## src/rtl/keypad_scan_4x4.sv

```systemverilog
// keypad_scan_4x4
// Column-scanning driver for a 4x4 active-low matrix keypad. Rows are
// synchronized, one column is driven low per scan slot, the four column
// samples are assembled into a 16-bit frame, and a frame is accepted only
// after it repeats unchanged for DEBOUNCE_SCANS consecutive comparisons.
// Accepted single-key frames are published as a one-hot code with a
// one-cycle strobe. Multi-key frames only raise multi_key.

module keypad_scan_4x4 #(
  parameter int SCAN_DIV       = 1000,
  parameter int DEBOUNCE_SCANS = 4
) (
  input  logic        i_clk,
  input  logic        i_reset,
  output logic [3:0]  col_out,
  input  logic [3:0]  row_in,
  output logic [15:0] key_onehot,
  output logic        key_valid,
  output logic        multi_key
);

  localparam logic [15:0] DIV_LAST = 16'(SCAN_DIV - 1);
  localparam logic [3:0]  DB_MAX   = 4'(DEBOUNCE_SCANS);
  localparam logic [3:0]  DB_PRE   = 4'(DEBOUNCE_SCANS - 1);

  // Number of set bits in a 16-bit frame.
  function automatic logic [4:0] popcount16(input logic [15:0] v);
    logic [4:0] n;
    n = 5'd0;
    for (int i = 0; i < 16; i++) begin
      n = n + {4'd0, v[i]};
    end
    return n;
  endfunction

  // Active-low column drive pattern for a column index.
  function automatic logic [3:0] col_drive(input logic [1:0] c);
    logic [3:0] d;
    case (c)
      2'd0:    d = 4'b1110;
      2'd1:    d = 4'b1101;
      2'd2:    d = 4'b1011;
      2'd3:    d = 4'b0111;
      default: d = 4'b1110;
    endcase
    return d;
  endfunction

  logic [3:0]  sync1_r;
  logic [3:0]  sync2_r;
  logic [15:0] div_r;
  logic [1:0]  col_r;
  logic [3:0]  col_out_r;
  logic [15:0] snap_r;
  logic [15:0] prev_snap_r;
  logic [3:0]  cnt_r;
  logic [15:0] key_onehot_r;
  logic        key_valid_r;
  logic        multi_key_r;

  logic        term_s;
  logic        frame_end_s;
  logic [1:0]  col_next_s;
  logic [3:0]  rows_s;
  logic [15:0] frame_s;
  logic        match_s;
  logic [3:0]  cnt_next_s;
  logic        accept_s;
  logic [4:0]  ones_s;

  // Terminal count, frame assembly and debounce decision.
  always_comb begin
    term_s      = (div_r == DIV_LAST);
    frame_end_s = term_s && (col_r == 2'd3);
    col_next_s  = col_r + 2'd1;
    rows_s      = ~sync2_r;
    // At frame end the last column is still in the synchronizer, so the
    // complete frame is three stored columns plus the live sample.
    frame_s     = {rows_s, snap_r[11:0]};
    match_s     = (frame_s == prev_snap_r);
    ones_s      = popcount16(frame_s);
    if (match_s) begin
      if (cnt_r >= DB_MAX) begin
        cnt_next_s = DB_MAX;
      end else begin
        cnt_next_s = cnt_r + 4'd1;
      end
    end else begin
      cnt_next_s = 4'd0;
    end
    accept_s = frame_end_s && match_s && (cnt_r == DB_PRE);
  end

  // Two-flop synchronizer for the asynchronous row inputs (idle = all high).
  always_ff @(posedge i_clk) begin
    if (i_reset) begin
      sync1_r <= 4'hF;
      sync2_r <= 4'hF;
    end else begin
      sync1_r <= row_in;
      sync2_r <= sync1_r;
    end
  end

  // Scan slot divider, column index and registered column drive.
  always_ff @(posedge i_clk) begin
    if (i_reset) begin
      div_r     <= 16'd0;
      col_r     <= 2'd0;
      col_out_r <= 4'b1110;
    end else if (term_s) begin
      div_r     <= 16'd0;
      col_r     <= col_next_s;
      col_out_r <= col_drive(col_next_s);
    end else begin
      div_r     <= div_r + 16'd1;
      col_r     <= col_r;
      col_out_r <= col_out_r;
    end
  end

  // Capture the pressed-row pattern of the current column into the snapshot.
  always_ff @(posedge i_clk) begin
    if (i_reset) begin
      snap_r <= 16'h0000;
    end else if (term_s) begin
      case (col_r)
        2'd0:    snap_r[3:0]   <= rows_s;
        2'd1:    snap_r[7:4]   <= rows_s;
        2'd2:    snap_r[11:8]  <= rows_s;
        2'd3:    snap_r[15:12] <= rows_s;
        default: snap_r        <= snap_r;
      endcase
    end else begin
      snap_r <= snap_r;
    end
  end

  // Debounce counter, previous frame and published key state.
  always_ff @(posedge i_clk) begin
    if (i_reset) begin
      prev_snap_r  <= 16'h0000;
      cnt_r        <= 4'd0;
      key_onehot_r <= 16'h0000;
      key_valid_r  <= 1'b0;
      multi_key_r  <= 1'b0;
    end else begin
      key_valid_r <= 1'b0;
      if (frame_end_s) begin
        prev_snap_r <= frame_s;
        cnt_r       <= cnt_next_s;
        if (accept_s) begin
          if (ones_s == 5'd0) begin
            // Release: clear everything quietly.
            key_onehot_r <= 16'h0000;
            multi_key_r  <= 1'b0;
          end else if (ones_s == 5'd1) begin
            // A repeated identical key keeps quiet; a new one strobes.
            if (frame_s != key_onehot_r) begin
              key_onehot_r <= frame_s;
              key_valid_r  <= 1'b1;
              multi_key_r  <= 1'b0;
            end else begin
              key_onehot_r <= key_onehot_r;
              multi_key_r  <= multi_key_r;
            end
          end else begin
            // Ambiguous chord: flag it, keep the last clean key.
            key_onehot_r <= key_onehot_r;
            multi_key_r  <= 1'b1;
          end
        end else begin
          key_onehot_r <= key_onehot_r;
          multi_key_r  <= multi_key_r;
        end
      end else begin
        prev_snap_r  <= prev_snap_r;
        cnt_r        <= cnt_r;
        key_onehot_r <= key_onehot_r;
        multi_key_r  <= multi_key_r;
      end
    end
  end

  assign col_out    = col_out_r;
  assign key_onehot = key_onehot_r;
  assign key_valid  = key_valid_r;
  assign multi_key  = multi_key_r;

endmodule

```

## config.mk

```make
export PLATFORM = sky130hd
export DESIGN_NAME = keypad_scan_4x4
export DESIGN_NICKNAME = d
export VERILOG_FILES = /design/src/rtl/keypad_scan_4x4.sv
export SDC_FILE = /design/constraint.sdc
export NUM_CORES = 1
export LEC_CHECK = 0
export CAP_MARGIN = 15
export CORE_MARGIN = 8
export CORE_UTILIZATION = 50
export DETAILED_ROUTE_END_ITERATION = 8
export PLACE_DENSITY_LB_ADDON = 0.12
export SYNTH_ARGS = -nofsm -noshare
export SYNTH_HDL_FRONTEND = slang
export SYNTH_SLANG_ARGS = --single-unit
```

## constraint.sdc

```tcl
create_clock -name i_clk -period 4.9 [get_ports i_clk]
set_input_delay 0.98 -clock i_clk [delete_from_list [all_inputs] [get_ports i_clk]]
set_output_delay 0.98 -clock i_clk [all_outputs]
set_load 0.005 [all_outputs]
```

-- Yosys cells after proc, flatten, opt, wreduce, memory -nomap -nowiden
Cells that the tools add are included.
- register bits after elaboration: 80
- bits of input ports: 6
- output and inout bits: 22
- add/sub/neg operators: 18
- magnitude comparators: 1
- eq/ne operators: 12
- multiplexer cells: 10
- bitwise logic cells: 4
- reductions and logical operators: 15
- operators with widths (cell ; count):
    $add 5x1->5 ; 11
    $mux 16 ; 3
    $add 16x1->16 const B ; 1
    $eq 16x10->1 const B ; 1
    $eq 16x16->1 ; 1
    $ne 16x16->1 ; 1
    $pmux 4 s4 ; 1
    $eq 2x2->1 const B ; 4
    $mux 4 ; 2
    $reduce_and 2->1 ; 3
    $add 4x1->5 ; 1
    $eq 5x1->1 const B ; 1
    $logic_not 5->1 ; 1
    $reduce_or 5->1 ; 1
    $add 3x1->4 ; 1
    $add 4x1->4 const B ; 1
    $eq 2x1->1 const B ; 2
    $eq 4x2->1 const B ; 1
    $ge 4x3->1 const B ; 1
    $logic_not 2->1 ; 2
    $mux 1 ; 4
    $not 4->4 ; 1
    $reduce_and 4->1 ; 1
    $reduce_bool 2->1 ; 2
    other kinds (8) ; 12

-- Logic depth before layout (Yosys ltp)
Gate-level depths: netlist (run 1).
- depth after elaboration: 18
- depth in mapped cells: 17
- depth with buffers taken out: 15

-- Worst setup path after synthesis (run 1)
No wires, ideal clock.
- kind: reg-to-reg
- from: register snap_r[5]
- to: register key_onehot_r[10] (netlist: key_onehot[10])
- setup time: 0.072 ns
- arrival time: 4.548 ns
- data required time: 4.828 ns
- slack: 0.281 ns
- stages on the path, launching flop included: 18
- buffers on the path: 2
- clock period less this slack: 4.619 ns
- cells stage by stage: dfxtp_1 > inv_1 > fa_1 > fa_1 > inv_1 > fa_1 > inv_1 > fa_1 > inv_1 > ha_1 > fa_1 > or2_2 > a2111oi_4 > and4_1 > and3_1 > buf_6 > buf_12 > mux2i_1
- longest elaborated chain between the ends: 14
- elaborated cells between the ends (all ways): 21
- ends and longest elaborated chain (item ; RTL line ; source):
    start: declaration ; 54 ; logic [15:0] snap_r;
    start signal: assignment ; 129 ; 2'd1: snap_r[7:4] <= rows_s;
    start signal: assignment ; 132 ; default: snap_r <= snap_r;
    start signal: assignment ; 135 ; snap_r <= snap_r;
    $add 5x1->5 (11 in a row) ; 31 ; n = n + {4'd0, v[i]};
    $eq 5x1->1 / $logic_not 5->1 (equally long branches) ; 157, 153 ;
    $reduce_bool 2->1 (no line) ; - ;
    $reduce_and 4->1 (no line) ; - ;
    end signal: assignment ; 160 ; key_onehot_r <= frame_s;
    end signal: assignment ; 164 ; key_onehot_r <= key_onehot_r;
    end signal: assignment ; 169 ; key_onehot_r <= key_onehot_r;
    end: declaration ; 57 ; logic [15:0] key_onehot_r;
Several ways; a longest one is shown, not always the timed one.
A chain may end at the register's enable or synchronous reset.

-- Worst setup path after layout (run 1)
- from: register snap_r[0]
- to: register key_onehot_r[6] (netlist: key_onehot[6])
- longest elaborated chain between the ends: 18
- elaborated cells between the ends (all ways): 25
- ends and longest elaborated chain (item ; RTL line ; source):
    start signal: assignment ; 128 ; 2'd0: snap_r[3:0] <= rows_s;
    start signal: assignment ; 132 ;
    start signal: assignment ; 135 ;
    $add 1x1->2 ; 31 ;
    $add 2x1->3 ; 31 ;
    $add 3x1->4 ; 31 ;
    $add 4x1->5 ; 31 ;
    $add 5x1->5 (11 in a row) ; 31 ;
    $eq 5x1->1 / $logic_not 5->1 (equally long branches) ; 157, 153 ;
    $reduce_bool 2->1 (no line) ; - ;
    $reduce_and 4->1 (no line) ; - ;
Several ways; a longest one is shown, not always the timed one.

==> impl_metrics.yaml, run 1 <==
outcome:
  status: "complete, no violations"
setup_path:
  crit_chain: "fa_1, inv_1, fa_1, inv_1, fa_1, inv_1, fa_1, inv_1, ha_1, fa_1, or2_2, a2111oi_4, and4_1, and3_1, buf_12, mux2i_1"
  r2r_setup_slack_ns: 0.20
  crit_type: "register to register"
  crit_path_end_kind: "register"
  required_ns: 5.18
  crit_slowest_cell: "fa_1"
  cpPeakStageDelay_ns: 0.53
  critPathMostFrequentCell: "fa_1"
  worstPathArrival_ns: 4.98
  critPathLaunchType: "register"
  cp_max_fo: 16
synth:
  synth_flop_cell: "dfxtp_1"
  yosys_warnings: 0
  synth_compound_area_frac: 0.0940
  synthMuxAreaShare: 0.0425
  synth_top_cell_area_share: 0.400
  syn_nets: 437
  synthArstFlopShare: 0
  yosys-top-cells-area: "dfxtp_1 (40%), xnor2_1 (6.3%), fa_1 (5.0%), mux2i_1 (4.2%), ha_1 (4.1%)"
  syn_area_um2: 4010
  synth_fa_ha_area_frac: 0.0905
  yosysMostFrequentCell: "dfxtp_1"
  synth_xor_area_frac: 0.101
  synth_area_per_cell_um2: 9.82
  yosysTopAreaCell: "dfxtp_1"
  ys_seq_elements: 80
  ys_types: 45
  synth-edff-count: 0
  synth_simple_gate_area_share: 0.212
  postSynthCellCount: 408
  netlist_top_cells_count: "dfxtp_1 (80), nor2_1 (40), nand2_1 (30)"
  yosysSeqAreaShare: 0.400
  synth_top_family_by_area: "simple AND/OR/NAND/NOR gates"
routing:
  drtPass1Iterations: 4
  drc_errors: 0
  vias: 2830
  wl_per_cell_um: 15.8
  finalWirelength_um: 8620
  ant_nets: 0
  viasPerCell: 5.18
  first_iter_violations: 120
placed_design:
  gp_congestion: 0.826
  preCtsSetupSlack_ns: 0.202
  port_buffers: 27
  dp_hpwl_um: 6180
power_and_ir_drop:
  power_density_nw_per_um2: 270
  power_leakage_nw: 1.73
  max-vdd-ir-drop_v: 0.000160
clock_tree:
  cts_hold_buf: 0
  clock_path_buffers: 2
  clock_latency_ns: 0.35
  path_clk_slew_ns: 0.08
  htreeDepth: 3
  numCtsBuffers: 9
  post_cts_buffers: 0
  cts_tree: "done"
  clock-sinks: 80
  cts_resized: 0
  root_buffer: "clkbuf_8"
sta:
  skew_ns: 0.00947
  post-route-min-period_ns: 4.70
  rsz0062_at_grt: "false"
  drv_slew: 0
  finalHoldViolCount: 0
  setup_slack_ns: 0.200
  tns_ns: 0
  finalSetupViolCount: 0
  period_share: 0.959
  max_freq_ghz: 0.213
  worst-slew-pin-transition_ns: 0.977
  slew_headroom: 0.349
die:
  die_w_um: 106
  core_area_um2: 7770
  die_h_um: 106
  core.rowCount: 32
  top_level_ports: 28
  die-area_um2: 11100
  start_util: 0.516
global_route:
  grt_overflow_total: 0
  antenna_found_initial: 0
  grt_pass1_wl_um: 14500
  grt_start_max_net_pins: 50
  grt_pass1_vias: 2995
  grt_usage: 0.163
finish:
  fillers: 707
  nets: 470
  antenna_cells: 0
  syn_to_final_growth_pct: 14.8
  layout-drive-gt1-share: 0.135
flow_run:
  maxCapViolations: 0
worst_hold_path:
  worst_hold_path_type: "register to register"
[where the power goes]
| part | switching (W) | internal [W] | total, W |
|---|---|---|---|
| clock network | 0.000227 | 0.000296 | 0.000522 |
| logic | 0.0000377 | 0.0000220 | 0.0000597 |
| registers | 0.00000336 | 0.000655 | 0.000658 |
| total | 0.000268 | 0.000972 | 0.00124 |
[cell families (layout without fill, tap and decap cells)]
logic type,Yosys count,after routing
xor gates and xnor gates,46,46
buffers and inverters,49,85
muxes,17,17
and+or+nand+nor,150,150
DFF,80,80
AOI/OAI and AO/OA,43,43
adders and majority gates,23,23
[sequential cells by signal, summed over array words and instances (netlist names)]
register / count
prev_snap_r: 16
sync1_r: 4
sync2_r: 4
multi_key: 1
col_out: 4
cnt_r: 4
snap_r: 12
key_onehot: 16
div_r: 16
key_valid: 1
col_r: 2
[worst paths after layout]
check | startpoint | end | cells past startpoint
worst max register to register | snap_r[0] | key_onehot[6] | 16
worst min-delay path | sync1_r[1] | sync2_r[1] | 1
worst min register to register | sync1_r[1] | sync2_r[1] | 1
worst max-delay path | snap_r[0] | key_onehot[6] | 16
[per-layer routing]
| layer | routed length (µm) | part of all wire | track usage |
|---|---|---|---|
| met3 | 411 | 0.048 | 0.0426 |
| met4 | 175 | 0.020 | 0.0724 |
| met1 | 3790 | 0.44 | 0.186 |
| met5 | 0 | 0 | 0 |
| met2 | 4250 | 0.49 | 0.280 |
[through the flow]
stage | hold slack [ns] | instances | utilization | cell area [µm²] | power (W)
floorplan | 0.389 | 408 | - | 4010 | 0.000714
global route | 0.426 | 546 | 0.592 | 4600 | 0.00129
global placement | 0.390 | 532 | 0.565 | 4390 | 0.000732
CTS | 0.413 | 546 | 0.592 | 4600 | 0.00125
detailed placement | 0.395 | 532 | 0.565 | 4390 | 0.000733
finish | 0.411 | 546 | 0.592 | 4600 | 0.00124
[placed cells by master, fill, tap and decap left out, types with 11 or more instances in the layout]
cell type / instances
a211oi_2: 12
buf_4: 14
clkdlybuf4s50_1: 26
dfxtp_1: 80
ha_1: 13
inv_1: 29
mux2i_1: 17
nand2_1: 30
nand4_1: 12
nor2_1: 40
o21ai_1: 11
or2b_1: 13
xnor2_1: 29
xor2_1: 17
[critical path, delay by kind of cell, from the launching register on]
kind / cells / cell delay, ns
buffers and inverters: 5 / 0.37
adder cells (fa/ha/maj): 6 / 2.57
flip-flops: 1 / 0.33
AO/OA/AOI/OAI: 1 / 0.41
multiplexers: 1 / 0.20
AND/OR/NAND/NOR: 3 / 0.75
[area by class of cell]
| class | count | area, µm² | area share |
|---|---|---|---|
| clock buffers | 11 | 141 | 0.0307 |
| multi-input cells | 279 | 2160 | 0.470 |
| repair buffers | 42 | 390 | 0.0849 |
| well taps | 102 | 128 | 0.0277 |
| inverters | 29 | 109 | 0.0237 |
| flip-flops and latches | 80 | 1600 | 0.348 |
| clock inverters | 3 | 67.6 | 0.0147 |
Note: power is estimated with default switching activity, not from simulation.
==> inputs of run 2 (changes only) <==
Settings changed: CTS_CLUSTER_DIAMETER from default to 50.
==> results of run 2 <==
Same layout as run 1: the final DEF is identical, and so are final timing and power.
